**src/rtl/trap_ctrl_pkg.sv**
```systemverilog
// Shared constants, state encoding and cause values for the trap entry/exit sequencer.
package trap_ctrl_pkg;

    localparam int unsigned XLEN_DEF = 64;
    localparam int unsigned CSR_AW   = 12;

    localparam logic [CSR_AW-1:0] CSR_MEPC    = 12'h341;
    localparam logic [CSR_AW-1:0] CSR_MCAUSE  = 12'h342;
    localparam logic [CSR_AW-1:0] CSR_MSTATUS = 12'h300;

    localparam int unsigned MSTATUS_MIE    = 3;
    localparam int unsigned MSTATUS_MPIE   = 7;
    localparam int unsigned MSTATUS_MPP_LO = 11;
    localparam int unsigned MSTATUS_MPP_HI = 12;

    localparam logic [1:0] PRIV_M = 2'b11;

    localparam logic [63:0] ECALL_CAUSE_M = 64'd11;
    localparam logic [63:0] TIMER_CAUSE_M = 64'h8000_0000_0000_0007;

    localparam int unsigned STATE_W = 3;

    typedef enum logic [STATE_W-1:0] {
        ST_IDLE     = 3'd0,
        ST_W_EPC    = 3'd1,
        ST_W_CAUSE  = 3'd2,
        ST_W_STATUS = 3'd3,
        ST_REDIRECT = 3'd4
    } state_t;

endpackage

```
**src/rtl/trap_status_calc.sv**
```systemverilog
// Combinational mstatus transform for trap entry (exit_trap=0) and mret (exit_trap=1).
module trap_status_calc
    import trap_ctrl_pkg::*;
#(
    parameter int unsigned XLEN = XLEN_DEF
) (
    input  logic [XLEN-1:0] mstatus,
    input  logic            exit_trap,
    output logic [XLEN-1:0] status_nxt_c
);

    always_comb begin
        status_nxt_c = mstatus;
        status_nxt_c[MSTATUS_MPP_HI:MSTATUS_MPP_LO] = PRIV_M;
        if (exit_trap) begin
            status_nxt_c[MSTATUS_MIE]  = mstatus[MSTATUS_MPIE];
            status_nxt_c[MSTATUS_MPIE] = 1'b1;
        end else begin
            status_nxt_c[MSTATUS_MPIE] = mstatus[MSTATUS_MIE];
            status_nxt_c[MSTATUS_MIE]  = 1'b0;
        end
    end

endmodule

```
**src/rtl/trap_ctrl.sv**
```systemverilog
// Trap entry/exit sequencer: ecall, mret and machine timer interrupt at the WB boundary.
// Writes mepc/mcause/mstatus on consecutive cycles, then flushes and redirects fetch.
module trap_ctrl
    import trap_ctrl_pkg::*;
#(
    parameter int unsigned     XLEN        = XLEN_DEF,
    parameter logic [XLEN-1:0] ECALL_CAUSE = XLEN'(ECALL_CAUSE_M),
    parameter logic [XLEN-1:0] TIMER_CAUSE = XLEN'(TIMER_CAUSE_M)
) (
    input  logic              clk,
    input  logic              rst,
    input  logic              wb_valid,
    input  logic [XLEN-1:0]   wb_pc,
    input  logic [XLEN-1:0]   wb_npc,
    input  logic              wb_ecall,
    input  logic              wb_mret,
    input  logic              ls_busy,
    input  logic              timer_irq,
    input  logic [XLEN-1:0]   mstatus_i,
    input  logic              mie_mtie,
    input  logic [XLEN-1:0]   mtvec_i,
    input  logic [XLEN-1:0]   mepc_i,
    output logic              csr_we,
    output logic [CSR_AW-1:0] csr_waddr,
    output logic [XLEN-1:0]   csr_wdata,
    output logic              flush,
    output logic              hold,
    output logic              redirect_valid,
    output logic [XLEN-1:0]   redirect_pc,
    output logic              irq_taken
);

    state_t            state_q, state_d;
    logic [XLEN-1:0]   epc_q, epc_d;
    logic [XLEN-1:0]   cause_q, cause_d;
    logic [XLEN-1:0]   target_q, target_d;
    logic              mret_q, mret_d;
    logic              irq_pend;
    logic [XLEN-1:0]   status_nxt_c;

    logic              csr_we_d;
    logic [CSR_AW-1:0] csr_waddr_d;
    logic [XLEN-1:0]   csr_wdata_d;
    logic              flush_d;
    logic              hold_d;
    logic              redirect_valid_d;
    logic [XLEN-1:0]   redirect_pc_d;
    logic              irq_taken_d;

    assign irq_pend = timer_irq & mstatus_i[MSTATUS_MIE] & mie_mtie;

    trap_status_calc #(
        .XLEN (XLEN)
    ) u_status_calc (
        .mstatus      (mstatus_i),
        .exit_trap    (mret_d),
        .status_nxt_c (status_nxt_c)
    );

    // Next state and latches, then outputs decoded from the next state so they leave a flop.
    always_comb begin
        state_d          = state_q;
        epc_d            = epc_q;
        cause_d          = cause_q;
        target_d         = target_q;
        mret_d           = mret_q;
        irq_taken_d      = 1'b0;
        csr_we_d         = 1'b0;
        csr_waddr_d      = '0;
        csr_wdata_d      = '0;
        flush_d          = 1'b0;
        redirect_valid_d = 1'b0;
        redirect_pc_d    = '0;

        case (state_q)
            ST_IDLE: begin
                // Synchronous events outrank the interrupt; the interrupt is retried once back in IDLE.
                if (wb_valid && wb_ecall) begin
                    epc_d    = wb_pc;
                    cause_d  = ECALL_CAUSE;
                    target_d = mtvec_i;
                    mret_d   = 1'b0;
                    state_d  = ST_W_EPC;
                end else if (wb_valid && wb_mret) begin
                    target_d = mepc_i;
                    mret_d   = 1'b1;
                    state_d  = ST_W_STATUS;
                end else if (wb_valid && irq_pend && !ls_busy) begin
                    epc_d       = wb_npc;
                    cause_d     = TIMER_CAUSE;
                    target_d    = mtvec_i;
                    mret_d      = 1'b0;
                    irq_taken_d = 1'b1;
                    state_d     = ST_W_EPC;
                end
            end
            ST_W_EPC:    state_d = ST_W_CAUSE;
            ST_W_CAUSE:  state_d = ST_W_STATUS;
            ST_W_STATUS: state_d = ST_REDIRECT;
            ST_REDIRECT: state_d = ST_IDLE;
            default:     state_d = ST_IDLE;
        endcase

        hold_d = (state_d != ST_IDLE);

        case (state_d)
            ST_W_EPC: begin
                csr_we_d    = 1'b1;
                csr_waddr_d = CSR_MEPC;
                csr_wdata_d = epc_d;
                flush_d     = 1'b1;
            end
            ST_W_CAUSE: begin
                csr_we_d    = 1'b1;
                csr_waddr_d = CSR_MCAUSE;
                csr_wdata_d = cause_d;
            end
            ST_W_STATUS: begin
                csr_we_d    = 1'b1;
                csr_waddr_d = CSR_MSTATUS;
                csr_wdata_d = status_nxt_c;
                flush_d     = mret_d;
            end
            ST_REDIRECT: begin
                redirect_valid_d = 1'b1;
                redirect_pc_d    = target_d;
            end
            default: begin
            end
        endcase
    end

    always_ff @(posedge clk or posedge rst) begin
        if (rst) begin
            state_q        <= ST_IDLE;
            epc_q          <= '0;
            cause_q        <= '0;
            target_q       <= '0;
            mret_q         <= 1'b0;
            csr_we         <= 1'b0;
            csr_waddr      <= '0;
            csr_wdata      <= '0;
            flush          <= 1'b0;
            hold           <= 1'b0;
            redirect_valid <= 1'b0;
            redirect_pc    <= '0;
            irq_taken      <= 1'b0;
        end else begin
            state_q        <= state_d;
            epc_q          <= epc_d;
            cause_q        <= cause_d;
            target_q       <= target_d;
            mret_q         <= mret_d;
            csr_we         <= csr_we_d;
            csr_waddr      <= csr_waddr_d;
            csr_wdata      <= csr_wdata_d;
            flush          <= flush_d;
            hold           <= hold_d;
            redirect_valid <= redirect_valid_d;
            redirect_pc    <= redirect_pc_d;
            irq_taken      <= irq_taken_d;
        end
    end

endmodule

```
**config.mk**
```make
export PLATFORM = sky130hd
export DESIGN_NAME = trap_ctrl
export DESIGN_NICKNAME = d
export VERILOG_FILES = /design/src/rtl/trap_ctrl_pkg.sv /design/src/rtl/trap_status_calc.sv /design/src/rtl/trap_ctrl.sv
export SDC_FILE = /design/constraint.sdc
export NUM_CORES = 1
export LEC_CHECK = 0
export BUFFER_PORTS_ARGS = -buffer_cell sky130_fd_sc_hd__buf_2
export CORE_AREA = 2 2 183 185
export DETAILED_ROUTE_END_ITERATION = 8
export DIE_AREA = 0 0 185 187
export GPL_ROUTABILITY_DRIVEN = 0
export SYNTH_ARGS = -nofsm -noshare
export SYNTH_HDL_FRONTEND = slang
export SYNTH_SLANG_ARGS = --single-unit
```
**constraint.sdc**
```tcl
create_clock -name clk -period 22.5 [get_ports clk]
set_input_delay 1.125 -clock clk [delete_from_list [all_inputs] [get_ports clk]]
set_output_delay 1.125 -clock clk [all_outputs]
set_load 0.02 [all_outputs]
```
* Word-level counts from Yosys, hierarchy flattened
Cells that the tools add are included. W data, S select, Z words.
Cells by class: add/subtract/negate cells 0, multipliers 0, divide/modulo/power cells 0, magnitude comparators 0, eq/ne operators 7, shift-type cells 0, mux-type cells 32, bitwise logic cells 2, reduce and logical (&&, ||, !) cells 8
Operator list (count):
- $mux W64 | 13
- $pmux W64 S3 | 1
- $pmux W10 S3 | 1
- $eq A3 B2 Y1 const B | 4
- $mux W1 | 12
- $pmux W3 S4 | 1
- $mux W3 | 3
- $eq A3 B1 Y1 const B | 2
- $logic_and A1 B1 Y1 | 4
- $eq A3 B3 Y1 const B | 1
- $logic_not A3 Y1 | 1
- $reduce_bool A3 Y1 | 1
- $reduce_or A3 Y1 | 1
- $and A1 B1 Y1 | 2
- $pmux W1 S2 | 1
- $logic_not A1 Y1 | 1
Storage, ports and cells: bits in registers 341, bits in latches 0, memory bits (writable) 0, ROM bits 0, input bits 328, word-level logic and storage cells 62, memories kept 0

* Longest topological paths before layout
depth in word-level cells 11, mapped depth 8

* Cells and area by module
From an unflattened synthesis, not the netlist that was laid out.
Second synthesis, totals: cell total of the unflattened synthesis 977, area total of the unflattened synthesis 11207.0 um^2
Modules (own cells, without submodules):
- trap_ctrl | instances 1, cells an instance 912, area an instance 10724.0 um^2, seq. area each 6731.5 um^2
- trap_status_calc | instances 1, cells an instance 65, area an instance 483.0 um^2, seq. area each 0.0 um^2

* Worst setup path before layout
Ideal clock, no wire load.
path kind in2reg, from in wb_ecall, to reg csr_waddr[6], data arrival time 2488 ps, required time 22373 ps, slack 19884 ps, cell stages on the path 7, cells stage by stage buf_2 > or3_1 > o221ai_2 > nand2b_2 > inv_2 > buf_2 > or2_2
On the way: cells in the longest elaborated chain, start to end 5, elaborated cells on any way between the ends 7, classes of those cells eq/ne (3); mux (3); reduce/logical (1)
Ends and longest elaborated chain:
- start: declaration | line trap_ctrl.sv:15 | input logic wb_ecall,
- $logic_and A1 B1 Y1 * | line trap_ctrl.sv:78 | if (wb_valid && wb_ecall) begin
- $mux W3 * | line trap_ctrl.sv:78
- $pmux W3 S4 * | line trap_ctrl.sv:75 | case (state_q)
- $eq A3 B2 Y1 / $eq A3 B1 Y1 (equally long branches) | line trap_ctrl.sv:106 | case (state_d)
- $pmux W10 S3 * | line trap_ctrl.sv:106
- via csr_waddr_d[6] | line trap_ctrl.sv:42 | logic [CSR_AW-1:0] csr_waddr_d;
- end signal: assignment | line trap_ctrl.sv:155 | csr_waddr <= csr_waddr_d;
- end: declaration | line trap_ctrl.sv:24 | output logic [CSR_AW-1:0] csr_waddr,
The timed path passes the listed nets; every way through them passes the cells marked *.

* Worst setup path in the final report
from in ls_busy, to reg redirect_pc[19]
On the way: cells in the longest elaborated chain, start to end 8, elaborated cells on any way between the ends 12, classes of those cells eq/ne (1); mux (9); reduce/logical (2)
Ends and longest elaborated chain:
- start: declaration | line trap_ctrl.sv:17 | input logic ls_busy,
- $logic_not A1 Y1 * | line trap_ctrl.sv:88 | end else if (wb_valid && irq_pend && !ls_busy) begin
- $logic_and A1 B1 Y1 * | line trap_ctrl.sv:88
- $mux W3 | line trap_ctrl.sv:88
- $mux W3 | line trap_ctrl.sv:84 | end else if (wb_valid && wb_mret) begin
- $mux W3 | line trap_ctrl.sv:78
- $pmux W3 S4 | line trap_ctrl.sv:75
- $eq A3 B3 Y1 | line trap_ctrl.sv:106
- $mux W64 * | line trap_ctrl.sv:106
- via redirect_pc_d[19] | line trap_ctrl.sv:47 | logic [XLEN-1:0] redirect_pc_d;
- end signal: assignment | line trap_ctrl.sv:160 | redirect_pc <= redirect_pc_d;
- end: declaration | line trap_ctrl.sv:29 | output logic [XLEN-1:0] redirect_pc,
Marked as above.

==> flow_summary.json <==
{
  "worstMarginPinSlew_ns": 0.990,
  "yosys.area_share.simple_pct": 5.52,
  "multi_input_area_um2": 3360,
  "hp-class": "register to register",
  "synth_cell_types": 46,
  "p_leak_nw": 7.57,
  "switching_share_pct": 37.5,
  "synth_xor_area_share_pct": 0,
  "met1_usage_pct": 22.0,
  "root_buffer": "clkbuf_16",
  "grt_max_degree": 172,
  "ff_latch_area_um2": 6810,
  "powerDensity_nw_per_um2": 130,
  "hold_viol": 0,
  "grt_overflow_total": 0,
  "p_switching_mw": 0.703,
  "use_met2_pct": 31.6,
  "synth_top_family_by_area": "compound AO/OA/AOI/OAI gates",
  "ant_nets": 0,
  "synth-compound-area-share_pct": 25.2,
  "start_util_pct": 32.9,
  "worst-endpoint-arrival_ns": 3.83,
  "maxCapViolations": 0,
  "finalSetupViolations": 0,
  "synth_top_area_share_pct": 62.9,
  "htreeDepth": 1,
  "use_met3_pct": 4.93,
  "clockBufferDepth": 3,
  "io_buffers": 463,
  "worstSetupPathType": "input port to register",
  "cp_slowest_stage_delay_ns": 0.80,
  "power_frac_seq_pct": 37.0,
  "syn_area_um2": 10800,
  "cp_slowest_cell": "buf_4",
  "routed_via_density": 4.88,
  "grt_pass1_wl_mm": 49.3,
  "maxSlewViolCount": 0,
  "grtUsageTotal_pct": 18.1,
  "ctsHoldBuffers": 0,
  "clock-sinks": 272,
  "post_cts_buffers": 0,
  "drc": 0,
  "core_um2": 32900,
  "placed_cells": 1709,
  "die_y_um": 187,
  "critical_path.cell_chain": "buf_2 -> and4b_1 -> o221ai_2 -> nand2b_2 -> inv_4 -> buf_4 -> a211oi_1",
  "synth_warnings": 0,
  "ys_seq_elements": 272,
  "worst-path-max-fanout": 77,
  "final_cells": 1762,
  "rsz0062_at_grt": "no",
  "max_freq_ghz": 0.290,
  "fin_crit_ns": 3.45,
  "synth.area.mux_share_pct": 0,
  "synthArstFlopShare_pct": 100,
  "synth_fa_ha_area_share_pct": 0,
  "worst_setup_path_start_kind": "input port",
  "busiest_layer": "met2",
  "drt-total-wl_mm": 32.1,
  "drive_gt1_share_pct": 43.6,
  "synth_common_cells": "272 x dfrtp_1, 70 x inv_1, 67 x a21oi_1",
  "synthMostInstantiatedCell": "dfrtp_1",
  "pin_count": 473,
  "clockPowerShare_pct": 27.0,
  "avgSynthCellArea_um2": 12.5,
  "finalNetCount": 1621,
  "synth_top_flop_cell": "dfrtp_1",
  "ys_seq_area_share_pct": 62.9,
  "fillCellCount": 3173,
  "clkLatencyLatePin_ns": 0.55,
  "grt_pass1_vias": 8856,
  "fin_skew_ns": 0.00949,
  "setup_tns_ns": 0,
  "drtPass1Iterations": 4,
  "first_iter_violations": 446,
  "crit_required_ns": 22.88,
  "ir_drop_mv": 0.0610,
  "status": "finished, final reports clean",
  "p_comb_share_pct": 36.0,
  "area_growth_pct": 33.6,
  "avgRoutedWirePerCell_um": 18.2,
  "antenna_found_initial": 2,
  "period_share_pct": 15.3,
  "synth_edf_count": 0,
  "ys_top_cells_by_area": "dfrtp_1 63%, a221o_1 5.6%, a22o_1 4.8%, a211oi_2 4.0%, o22ai_1 3.7%",
  "p_int_mw": 1.17,
  "post_cts_resized": 0,
  "vias": 8601,
  "rows": 67,
  "yosysTopAreaCell": "dfrtp_1",
  "dp_hpwl_mm": 21.9,
  "synth_cells": 862,
  "die_area_um2": 34600,
  "cts_buffers": 30,
  "tritoncts": "yes",
  "clkTransAtPathRegs_ns": 0.06,
  "end_kind": "register",
  "slew_headroom_pct": 34.0,
  "fp.dieW_um": 185
}
[through the flow]
stage / utilization [%] / hold WS (ns) / total power [mW] / area [um2] / worst slack [ns]
after detailed placement: 40.9 / 0.464 / 1.39 / 13400 / 18.45
after global placement: 40.9 / 0.461 / 1.38 / 13400 / 18.48
after floorplan: - / 0.436 / 1.17 / 10800 / 13.88
after CTS: 44.0 / 0.483 / 1.90 / 14500 / 19.03
after global routing: 44.0 / 0.491 / 1.99 / 14500 / 18.84
final: 44.0 / 0.478 / 1.87 / 14500 / 19.05
[per-layer routing]
metal  routed length (um)  vias to the layer above
met5                   11                        -
met4                  777                        2
met3                 2560                       43
met2                16100                      337
met1                12700                     4192
li1                     -                     4027
[state kept, by name (all words and copies together), names as in the netlist]
register	count
csr_we	1
csr_wdata	64
irq_taken	1
flush	1
csr_waddr	4
cause_q	64
mret_q	1
target_q	64
redirect_valid	1
state_q	3
redirect_pc	64
hold	1
epc_q	3
[worst max-delay path, delay by kind of cell]
family	cells	cell delay, ns
simple gates	2	0.71
buf+inv	3	1.38
compound gates	2	0.56
[power groups by stage]
stage	registers, mW	logic [mW]	clock network, mW
finish	0.694	0.675	0.506
global route	0.710	0.742	0.538
CTS	0.695	0.688	0.518
detailed placement	0.703	0.687	0
global placement	0.699	0.678	0
floorplan	0.806	0.364	0
[layout by cell type (no fill, tap or decap), types with 4 or more instances in the layout]
cell type    n
buf_2      463
a22oi_1      5
a22o_1      59
clkbuf_1     4
dfrtp_1    272
a211oi_1    31
a21oi_1     67
o22ai_1     64
o21ai_0      6
a211oi_2    35
conb_1       7
and2_1      61
nand2_1      8
inv_1       69
a221o_1     61
clkbuf_16   31
buf_4       10
nor2_1       4
clkbuf_8     7
[worst paths after layout]
check / from / to / slack [ns] / cells after the start
setup reg to reg: state_q[1] / redirect_pc[19] / 19.34 / 6
hold / removal: cause_q[63] / cause_q[63] / 0.48 / 1
hold reg to reg: cause_q[63] / cause_q[63] / 0.48 / 1
setup / recovery: ls_busy / redirect_pc[19] / 19.05 / 7
max in group asynchronous: rst / target_q[57] / 20.29 / 3
min in group asynchronous: rst / csr_wdata[45] / 0.65 / 2
[kinds of logic after synthesis]
family	count (synthesis)
compound gates	340
flops	272
buf+inv	153
simple gates	96
other cells	1
[final cells by class]
class                   instances  share of cell area [%]
clock inverters                10                   0.970
repair buffers                474                    16.7
diodes                          1                  0.0173
flip-flops and latches        272                    47.1
clock buffers                  42                    6.14
multi-input cells             443                    23.3
well taps                     448                    3.88
inverters                      72                    1.94
Power figures use the tool's default switching activity.
